`config.mk`:
```
export PLATFORM = sky130hd
export DESIGN_NAME = rvvi_trace_gen
export DESIGN_NICKNAME = d
export VERILOG_FILES = /design/src/rtl/rvvi_gen_pkg.sv /design/src/rtl/rvvi_retire_fifo.sv /design/src/rtl/rvvi_trace_gen.sv
export SDC_FILE = /design/constraint.sdc
export NUM_CORES = 1
export LEC_CHECK = 0
export ABC_AREA = 1
export CELL_PAD_IN_SITES_DETAIL_PLACEMENT = 0
export CELL_PAD_IN_SITES_GLOBAL_PLACEMENT = 1
export CORE_MARGIN = 2
export CORE_UTILIZATION = 45
export CTS_BUF_LIST = sky130_fd_sc_hd__clkbuf_8
export CTS_CLUSTER_DIAMETER = 30
export DETAILED_ROUTE_END_ITERATION = 12
export PLACE_DENSITY = 0.82
export SETUP_SLACK_MARGIN = 0.2
export SYNTH_ARGS = -nofsm -noshare
export SYNTH_HDL_FRONTEND = slang
export SYNTH_SLANG_ARGS = --single-unit
```
`constraint.sdc`:
```
create_clock -name clk -period 20.6 [get_ports clk]
set_input_delay 2.06 -clock clk [delete_from_list [all_inputs] [get_ports clk]]
set_output_delay 2.06 -clock clk [all_outputs]
set_load 0.02 [all_outputs]
```
`src/rtl/rvvi_gen_pkg.sv`:
```
// Shared types for the RVVI trace producer: the retirement record as stored in
// the FIFO, the freeze/run control state and the GPR write-mask decode.
`ifndef XLEN
`define XLEN 64
`endif
`ifndef ILEN
`define ILEN 32
`endif

package rvvi_gen_pkg;

    localparam int XLEN_P = `XLEN;
    localparam int ILEN_P = `ILEN;
    localparam int NGPR   = 32;

    typedef struct packed {
        logic [ILEN_P-1:0] insn;
        logic [XLEN_P-1:0] pc;
        logic              trap;
        logic              rd_wen;
        logic [4:0]        rd_addr;
        logic [XLEN_P-1:0] rd_data;
    } retire_rec_t;

    typedef enum logic {
        RUN    = 1'b0,
        FROZEN = 1'b1
    } trace_state_t;

    // x0 is hardwired and a trapped instruction never commits its write.
    function automatic logic [NGPR-1:0] wb_mask(input retire_rec_t rec);
        logic [NGPR-1:0] one;
        one = {{(NGPR-1){1'b0}}, 1'b1};
        if (rec.rd_wen && !rec.trap && (rec.rd_addr != 5'd0)) begin
            return one << rec.rd_addr;
        end
        return '0;
    endfunction

endpackage

```
`src/rtl/rvvi_retire_fifo.sv`:
```
// Generic synchronous FIFO with occupancy count; head data is read combinationally
// so a record can be popped the edge after it was pushed.
module rvvi_retire_fifo #(
    parameter int WIDTH = 8,
    parameter int DEPTH = 4
) (
    input  logic                     clk,
    input  logic                     reset_n,
    input  logic                     push_i,
    input  logic [WIDTH-1:0]         wdata_i,
    input  logic                     pop_i,
    output logic [WIDTH-1:0]         rdata_o,
    output logic [$clog2(DEPTH):0]   count_o,
    output logic                     full_o,
    output logic                     empty_o
);
    localparam int AW = $clog2(DEPTH);

    logic [WIDTH-1:0] mem_q [DEPTH];
    logic [AW-1:0]    wr_ptr_q;
    logic [AW-1:0]    rd_ptr_q;
    logic [AW:0]      count_q;

    always_ff @(posedge clk) begin
        if (push_i) begin
            mem_q[wr_ptr_q] <= wdata_i;
        end
    end

    // Pointers are exactly log2(DEPTH) wide, so they wrap without extra logic.
    always_ff @(posedge clk or negedge reset_n) begin
        if (!reset_n) begin
            wr_ptr_q <= '0;
            rd_ptr_q <= '0;
            count_q  <= '0;
        end else begin
            if (push_i) begin
                wr_ptr_q <= wr_ptr_q + 1'b1;
            end
            if (pop_i) begin
                rd_ptr_q <= rd_ptr_q + 1'b1;
            end
            case ({push_i, pop_i})
                2'b10:   count_q <= count_q + 1'b1;
                2'b01:   count_q <= count_q - 1'b1;
                default: count_q <= count_q;
            endcase
        end
    end

    assign rdata_o = mem_q[rd_ptr_q];
    assign count_o = count_q;
    assign full_o  = (count_q == (AW + 1)'(DEPTH));
    assign empty_o = (count_q == '0);

endmodule

```
`src/rtl/rvvi_trace_gen.sv`:
```
// RVVI trace producer: buffers commit-stage retirement records and emits one
// instruction per cycle onto flattened rvviTrace signals (single hart, one slot).
module rvvi_trace_gen
    import rvvi_gen_pkg::*;
#(
    parameter int ILEN  = ILEN_P,
    parameter int XLEN  = XLEN_P,
    parameter int DEPTH = 4
) (
    input  logic            clk,
    input  logic            reset_n,
    input  logic            ret_valid,
    output logic            ret_ready,
    input  logic [ILEN-1:0] ret_insn,
    input  logic [XLEN-1:0] ret_pc,
    input  logic            ret_trap,
    input  logic            ret_rd_wen,
    input  logic [4:0]      ret_rd_addr,
    input  logic [XLEN-1:0] ret_rd_data,
    input  logic            halt,
    output logic            rvvi_valid,
    output logic [63:0]     rvvi_order,
    output logic [ILEN-1:0] rvvi_insn,
    output logic [XLEN-1:0] rvvi_pc_rdata,
    output logic            rvvi_trap,
    output logic [NGPR-1:0] rvvi_x_wb,
    output logic [XLEN-1:0] rvvi_x_wdata,
    output logic            bp_seen
);
    localparam int CW = $clog2(DEPTH) + 1;

    retire_rec_t     wr_rec;
    retire_rec_t     head_rec;
    logic [CW-1:0]   fifo_count;
    logic            fifo_full;
    logic            fifo_empty;
    logic            push;
    logic            pop;

    trace_state_t    state_q, state_d;
    logic [63:0]     order_q;
    logic [63:0]     order_d;
    logic            valid_q;
    logic [63:0]     rvvi_order_q;
    logic [ILEN-1:0] insn_q;
    logic [XLEN-1:0] pc_q;
    logic            trap_q;
    logic [NGPR-1:0] x_wb_q, x_wb_d;
    logic [XLEN-1:0] x_wdata_q, x_wdata_d;
    logic            bp_seen_q;

    assign wr_rec.insn    = ret_insn;
    assign wr_rec.pc      = ret_pc;
    assign wr_rec.trap    = ret_trap;
    assign wr_rec.rd_wen  = ret_rd_wen;
    assign wr_rec.rd_addr = ret_rd_addr;
    assign wr_rec.rd_data = ret_rd_data;

    // Ready comes from registered occupancy only: a pop never opens a slot
    // for a push in the same cycle.
    assign ret_ready = (fifo_count != CW'(DEPTH));
    assign push      = ret_valid && ret_ready;

    rvvi_retire_fifo #(
        .WIDTH ($bits(retire_rec_t)),
        .DEPTH (DEPTH)
    ) u_fifo (
        .clk     (clk),
        .reset_n (reset_n),
        .push_i  (push),
        .wdata_i (wr_rec),
        .pop_i   (pop),
        .rdata_o (head_rec),
        .count_o (fifo_count),
        .full_o  (fifo_full),
        .empty_o (fifo_empty)
    );

    // halt acts on the same edge it is seen, so pop follows the next state.
    always_comb begin
        state_d = state_q;
        case (state_q)
            RUN:    state_d = halt ? FROZEN : RUN;
            FROZEN: state_d = halt ? FROZEN : RUN;
        endcase
    end

    assign pop       = (state_d == RUN) && !fifo_empty;
    assign order_d   = order_q + 64'd1;
    assign x_wb_d    = wb_mask(head_rec);
    assign x_wdata_d = (x_wb_d != '0) ? head_rec.rd_data : '0;

    always_ff @(posedge clk or negedge reset_n) begin
        if (!reset_n) begin
            state_q      <= RUN;
            order_q      <= '0;
            valid_q      <= 1'b0;
            rvvi_order_q <= '0;
            insn_q       <= '0;
            pc_q         <= '0;
            trap_q       <= 1'b0;
            x_wb_q       <= '0;
            x_wdata_q    <= '0;
            bp_seen_q    <= 1'b0;
        end else begin
            state_q <= state_d;
            valid_q <= pop;
            if (ret_valid && fifo_full) begin
                bp_seen_q <= 1'b1;
            end
            if (pop) begin
                order_q      <= order_d;
                rvvi_order_q <= order_d;
                insn_q       <= head_rec.insn;
                pc_q         <= head_rec.pc;
                trap_q       <= head_rec.trap;
                x_wb_q       <= x_wb_d;
                x_wdata_q    <= x_wdata_d;
            end
        end
    end

    assign rvvi_valid    = valid_q;
    assign rvvi_order    = rvvi_order_q;
    assign rvvi_insn     = insn_q;
    assign rvvi_pc_rdata = pc_q;
    assign rvvi_trap     = trap_q;
    assign rvvi_x_wb     = x_wb_q;
    assign rvvi_x_wdata  = x_wdata_q;
    assign bp_seen       = bp_seen_q;

endmodule

```
Word-level counts from Yosys, hierarchy flattened
Memories as Yosys holds them, arrays and structs flattened.
Index checks and enable logic that the tools add are counted.
{"block": "op_classes", "muxes": 8, "bitwise": 1, "n_addsub": 5, "n_reduce_logical": 11, "shift": 1, "eq_ne": 4}
{"operator": "adder 64 x 1 -> 64 bit, second input constant", "count": 1}
{"operator": "2-to-1 mux 32 bit", "count": 2}
{"operator": "2-to-1 mux 64 bit", "count": 1}
{"operator": "nonzero test 32 bit", "count": 1}
{"operator": "left shift 1 x 5 -> 32 bit, first input constant", "count": 1}
{"operator": "case mux 3 bit (2 select lines)", "count": 1}
{"operator": "logical AND 1 bit", "count": 5}
{"operator": "nonzero test 5 bit", "count": 1}
{"operator": "adder 2 x 1 -> 2 bit, second input constant", "count": 2}
{"operator": "2-to-1 mux 1 bit", "count": 4}
{"operator": "adder 3 x 1 -> 3 bit, second input constant", "count": 1}
{"operator": "== test 3 bit, second input constant", "count": 1}
{"operator": "zero test 3 bit", "count": 1}
{"operator": "inequality test 3 bit, second input constant", "count": 1}
{"operator": "subtractor 3 x 1 -> 3 bit, second input constant", "count": 1}
{"operator": "== test 2 x 1 -> 1 bit, second input constant", "count": 1}
{"operator": "== test 2 bit, second input constant", "count": 1}
{"operator": "zero test 1 bit", "count": 2}
{"operator": "nonzero test 2 bit", "count": 1}
{"operator": "inverter 1 bit", "count": 1}
{"block": "totals", "output_inout_bits": 260, "mem_count": 1, "ram_bits": 668, "reg_bits": 266, "elab_cells": 42, "input_bits": 171}
{"name": "u_fifo.mem_q", "depth": 4, "width": 167, "rd": 1, "rd_clocked_by_memory_dff": 0, "write_ports": 1, "line_no": "rvvi_retire_fifo.sv:19", "text": "logic [WIDTH-1:0] mem_q [DEPTH];"}

Logic depth before layout (Yosys ltp)
An unclocked memory read counts as a cell.
{"block": "logic_depth", "depth_word": 8, "ltp_mapped": 12, "ltp_nobuf": 11}

Modules after synthesis
A second synthesis with hierarchy kept.
{"block": "unflattened", "cells_unflattened": 3441, "hier_area_um2": 38544.5}
{"mod": "rvvi_retire_fifo", "instances": 1, "area_per_inst_um2": 26893.3, "cells_each": 1998, "seq_area_each_um2": 20234.4}
{"mod": "rvvi_trace_gen", "instances": 1, "area_per_inst_um2": 11651.2, "cells_each": 1443, "seq_area_each_um2": 6481.2}

Worst setup path after synthesis
No wires, ideal clock.
{"block": "synth_timing", "path_kind": "in2reg", "startpoint": "input port ret_valid", "endpoint": "memory u_fifo.mem_q[0][0] in the netlist's numbering (enable)", "setup_ps": 697, "n_path_buf": 0, "path_stages": 2, "arrival_ps": 9180, "required_ps": 19903, "slack_ps": 10723, "path_cell_list": "nand2_1 > nor2_1"}
{"block": "synth_via", "elab_chain_len": 3}
{"item": "from (decl)", "line_no": "rvvi_trace_gen.sv:12", "text": "input logic ret_valid,"}
{"item": "logical AND 1 bit", "line_no": "rvvi_trace_gen.sv:62", "text": "assign push = ret_valid && ret_ready;"}
{"item": "2-to-1 mux 1 bit", "line_no": "rvvi_retire_fifo.sv:25", "text": "if (push_i) begin"}
{"item": "2-to-1 mux 1 bit (implied by the code)", "line_no": "rvvi_retire_fifo.sv:26", "text": "mem_q[wr_ptr_q] <= wdata_i;"}
{"item": "to (decl)", "line_no": "rvvi_retire_fifo.sv:19"}
No other way between the ends.

Worst setup path after layout
{"block": "layout_timing", "startpoint": "input port halt", "endpoint": "register pc_q[2], in the netlist rvvi_pc_rdata[2]"}
{"block": "layout_via", "elab_chain_len": 3}
{"item": "from (decl)", "line_no": "rvvi_trace_gen.sv:20", "text": "input logic halt,"}
{"item": "2-to-1 mux 1 bit", "line_no": "rvvi_trace_gen.sv:83, rvvi_trace_gen.sv:84"}
{"item": "inverter 1 bit", "line_no": "rvvi_trace_gen.sv:88", "text": "assign pop = (state_d == RUN) && !fifo_empty;"}
{"item": "logical AND 1 bit", "line_no": "rvvi_trace_gen.sv:88"}
{"item": "to (signal assigned)", "line_no": "rvvi_trace_gen.sv:115", "text": "pc_q <= head_rec.pc;"}
{"item": "to (decl)", "line_no": "rvvi_trace_gen.sv:46", "text": "logic [XLEN-1:0] pc_q;"}
No other way between the ends.
A chain may end at the register's enable or synchronous reset.

==> flow_summary.json <==
{
  "timing_worst_slew_pin_value_ns": 0.985,
  "postSynthCellCount": 3228,
  "seq_power_share": 0.401,
  "yosys_top_cell_by_area": "edfxtp_1",
  "cts_setup_buffers": 0,
  "p_switching_mw": 2.36,
  "grt_antenna_before_repair": 19,
  "rows": 104,
  "port_buffers": 430,
  "tritoncts_num_sinks": 934,
  "timing_max_transition_violations_final": 0,
  "finalPower_mw": 6.65,
  "fin_worst_skew_ns": 0.0586,
  "timing.final.crit_period_ns": 4.88,
  "wire_length_of_the_first_global_routing_pass_um": 146000,
  "power.ir.vdd_worst_uv": 81.3,
  "area.sequential_mm2": 0.0267,
  "postSynthNetCount": 3406,
  "grt-ovfl-total": 0,
  "critPathKind": "input pin to flop",
  "post_detailed_route_count_of_antenna_violating_nets": 0,
  "core_area_mm2": 0.0808,
  "power_switching_share": 0.354,
  "finalHoldViolCount": 0,
  "postCtsResizedCells": 0,
  "detailedRoute.firstPassIterationCount": 6,
  "top_layer": "met5",
  "worstPathMaxFanout": 102,
  "syn_area_per_cell_um2": 11.4,
  "initial_core_util": 0.456,
  "post_synth_main_area_contributors": "edfxtp_1 54%, dfrtp_1 18%, nor2_1 7.9%",
  "crit_path_start_kind": "input pin",
  "power_density_relative_to_cell_area_mw_per_mm2": 144,
  "layout.core_utilization": 0.572,
  "layout_worst_path_cycle_share": 0.237,
  "vias_in_the_first_global_route": 25000,
  "design.portCount": 431,
  "finish.net_count": 3888,
  "multi_input_comb_area_mm2": 0.00909,
  "dr_total_vias": 25600,
  "maxCapViolations": 0,
  "synth.lib_cells_used.distinct": 30,
  "die_w_um": 290,
  "cts_max_level": 4,
  "master_cell_of_the_clock_root_buffer": "clkbuf_8",
  "element_type_at_the_critical_path_end": "flop",
  "final_hpwl_dp_um": 57500,
  "grt.total_usage": 0.225,
  "worstPathArrival_ns": 5.60,
  "power.share.clock": 0.305,
  "m1WireLength_um": 38800,
  "syn_to_final_growth_pct": 25.4,
  "cts_max_path_buffers": 3,
  "outcome": "finished clean",
  "wl_per_cell_um": 19.4,
  "die_y_um": 290,
  "die_area_mm2": 0.0842,
  "finalWorstSetupSlack_ns": 15.72,
  "vias_per_cell": 5.19,
  "p_int_mw": 4.29,
  "insertion_delay_ns": 0.82,
  "largest_net_degree_at_the_start_of_global_routing": 122,
  "route.met3.wl_um": 6250,
  "critical_path_required_ns": 21.32,
  "drive_gt1_frac": 0.0904,
  "dp_slack_ns": 14.89,
  "p_leak_nw": 16.9,
  "syn_area_mm2": 0.0368,
  "nFillCells": 6695,
  "yosysTopAreaCellShare": 0.545,
  "ys_ff_latch": 934,
  "clkTransAtPathRegs_ns": 0.06,
  "holdBufCountCts": 0,
  "routed_wirelength_um": 96000,
  "setup_violators_final": 0,
  "comb_power_share": 0.294,
  "maxSlewHeadroom": 0.343,
  "fmax_ghz": 0.205,
  "place.gp.congestion": 0.862,
  "detailedRoute.firstIterationViolations": 1820,
  "hp-class": "flop to flop",
  "cts_tree": "done",
  "grt_setup_unrepaired": "false",
  "seq_area_frac_synth": 0.725,
  "timing.hold.ws_ns": 0.476,
  "detailroute.wirelength.met2_um": 48400,
  "cts_inserted_buffers": 187,
  "finalSetupTns_ns": 0,
  "drc": 0,
  "yosysWarnings": 0
}
-- cells by family (layout without fill, tap and decap cells) --
| group | after synthesis | after routing | synth area share |
|---|---|---|---|
| other | 0 | 10 | 0 |
| AOI/OAI and AO/OA | 599 | 599 | 0.0872 |
| DFF | 934 | 934 | 0.725 |
| and+or+nand+nor | 1405 | 1405 | 0.148 |
| buffers and inverters | 249 | 893 | 0.0289 |
| adders and majority gates | 7 | 7 | 0.00258 |
| xor gates and xnor gates | 34 | 34 | 0.00808 |
-- placed cells by master (no fill, tap or decap), types with 2 or more instances in the layout --
master             n
nand2_1          531
xor2_1            19
nand4_1           18
edfxtp_1         668
diode_2           10
clkinv_1          11
dfrtp_4            2
clkdlybuf4s50_1  429
clkinvlp_4        11
o21ai_0          373
nand3_1           67
o21ai_1           62
nand2_2            3
xnor2_1           15
nor2_2             4
dfrtp_1          264
buf_4             30
clkinv_4           6
clkbuf_8         205
o22ai_1           64
inv_8              6
nor2_4             6
nor2_1           768
clkinv_8           2
inv_12             5
bufinv_16         20
clkinv_2          41
nor3_1             6
ha_1               6
a21oi_1            2
a31oi_1           96
inv_1            122
-- routing by layer --
| metal | track usage | up-vias |
|---|---|---|
| li1 | - | 12200 |
| met3 | 0.0581 | 176 |
| met4 | 0.0874 | 18 |
| met5 | 0 | - |
| met2 | 0.382 | 764 |
| met1 | 0.277 | 12500 |
-- final timing paths --
kind | slack (ns) | depth (start not counted) | to | startpoint
worst min register to register | 0.48 | 1 | bp_seen$_DFFE_PN0P_ | bp_seen$_DFFE_PN0P_
max in group asynchronous | 17.89 | 2 | rvvi_insn[24]$_DFFE_PN0P_ | reset_n
worst max-delay path | 15.72 | 8 | rvvi_pc_rdata[2]$_DFFE_PN0P_ | halt
worst max register to register | 16.66 | 7 | rvvi_x_wdata[60]$_DFFE_PN0P_ | u_fifo.rd_ptr_q[0]$_DFFE_PN0P_
min in group asynchronous | 1.30 | 1 | rvvi_x_wb[11]$_DFFE_PN0P_ | reset_n
worst min-delay path | 0.48 | 1 | bp_seen$_DFFE_PN0P_ | bp_seen$_DFFE_PN0P_
-- synthesized netlist by cell type --
cell type    n
a21oi_1      2
a31o_2       1
a31oi_1     96
buf_1        6
buf_2       64
buf_4        1
buf_6        6
clkbuf_1    91
clkinv_1     1
dfrtp_1    266
edfxtp_1   668
fa_1         1
ha_1         6
inv_1       77
inv_2        3
nand2_1    532
nand2_2      3
nand3_1     67
nand3_2      1
nand4_1     18
nor2_1     772
nor2_2       4
nor2_4       2
nor3_1       6
o21ai_0    373
o21ai_1     62
o21ai_4      1
o22ai_1     64
xnor2_1     15
xor2_1      19
-- metrics by stage --
step | instance area [um2] | std cells
after global placement | 42000 | 4581
after floorplan | 36800 | 3228
after global routing | 46200 | 4941
after CTS | 46200 | 4932
after detailed placement | 42000 | 4581
final | 46200 | 4942
-- critical path, cell delays in order --
cell and delay, ns:
clkdlybuf4s50_1 0.40, inv_1 0.09, nand2_4 0.36, inv_8 0.68, buf_4 0.70, buf_4 0.87
nor2_1 0.10, a31oi_1 0.21
-- cell type report --
class,instances,share of cell area
sequential,934,0.578
multi-input combinational,2045,0.197
timing repair buffer,461,0.0986
clock buffer,205,0.0611
clock inverter,146,0.0288
tap,1060,0.0287
inverter,81,0.00701
antenna,10,0.000542
-- power groups by stage --
stage	logic, mW	clock network, mW	registers [mW]
floorplan	1.07	0	2.87
finish	1.96	2.03	2.67
global placement	1.96	0	2.69
CTS	1.99	2.07	2.67
detailed placement	1.98	0	2.70
global route	2.16	2.16	2.70
-- registers in the layout, summed over array words and instances (netlist names), 3 cells and up --
register / flops
rvvi_x_wb: 32
rvvi_order: 64
u_fifo.count_o: 3
rvvi_x_wdata: 64
u_fifo.mem_q: 668
rvvi_pc_rdata: 64
rvvi_insn: 32
(Power assumes the default switching activity.)
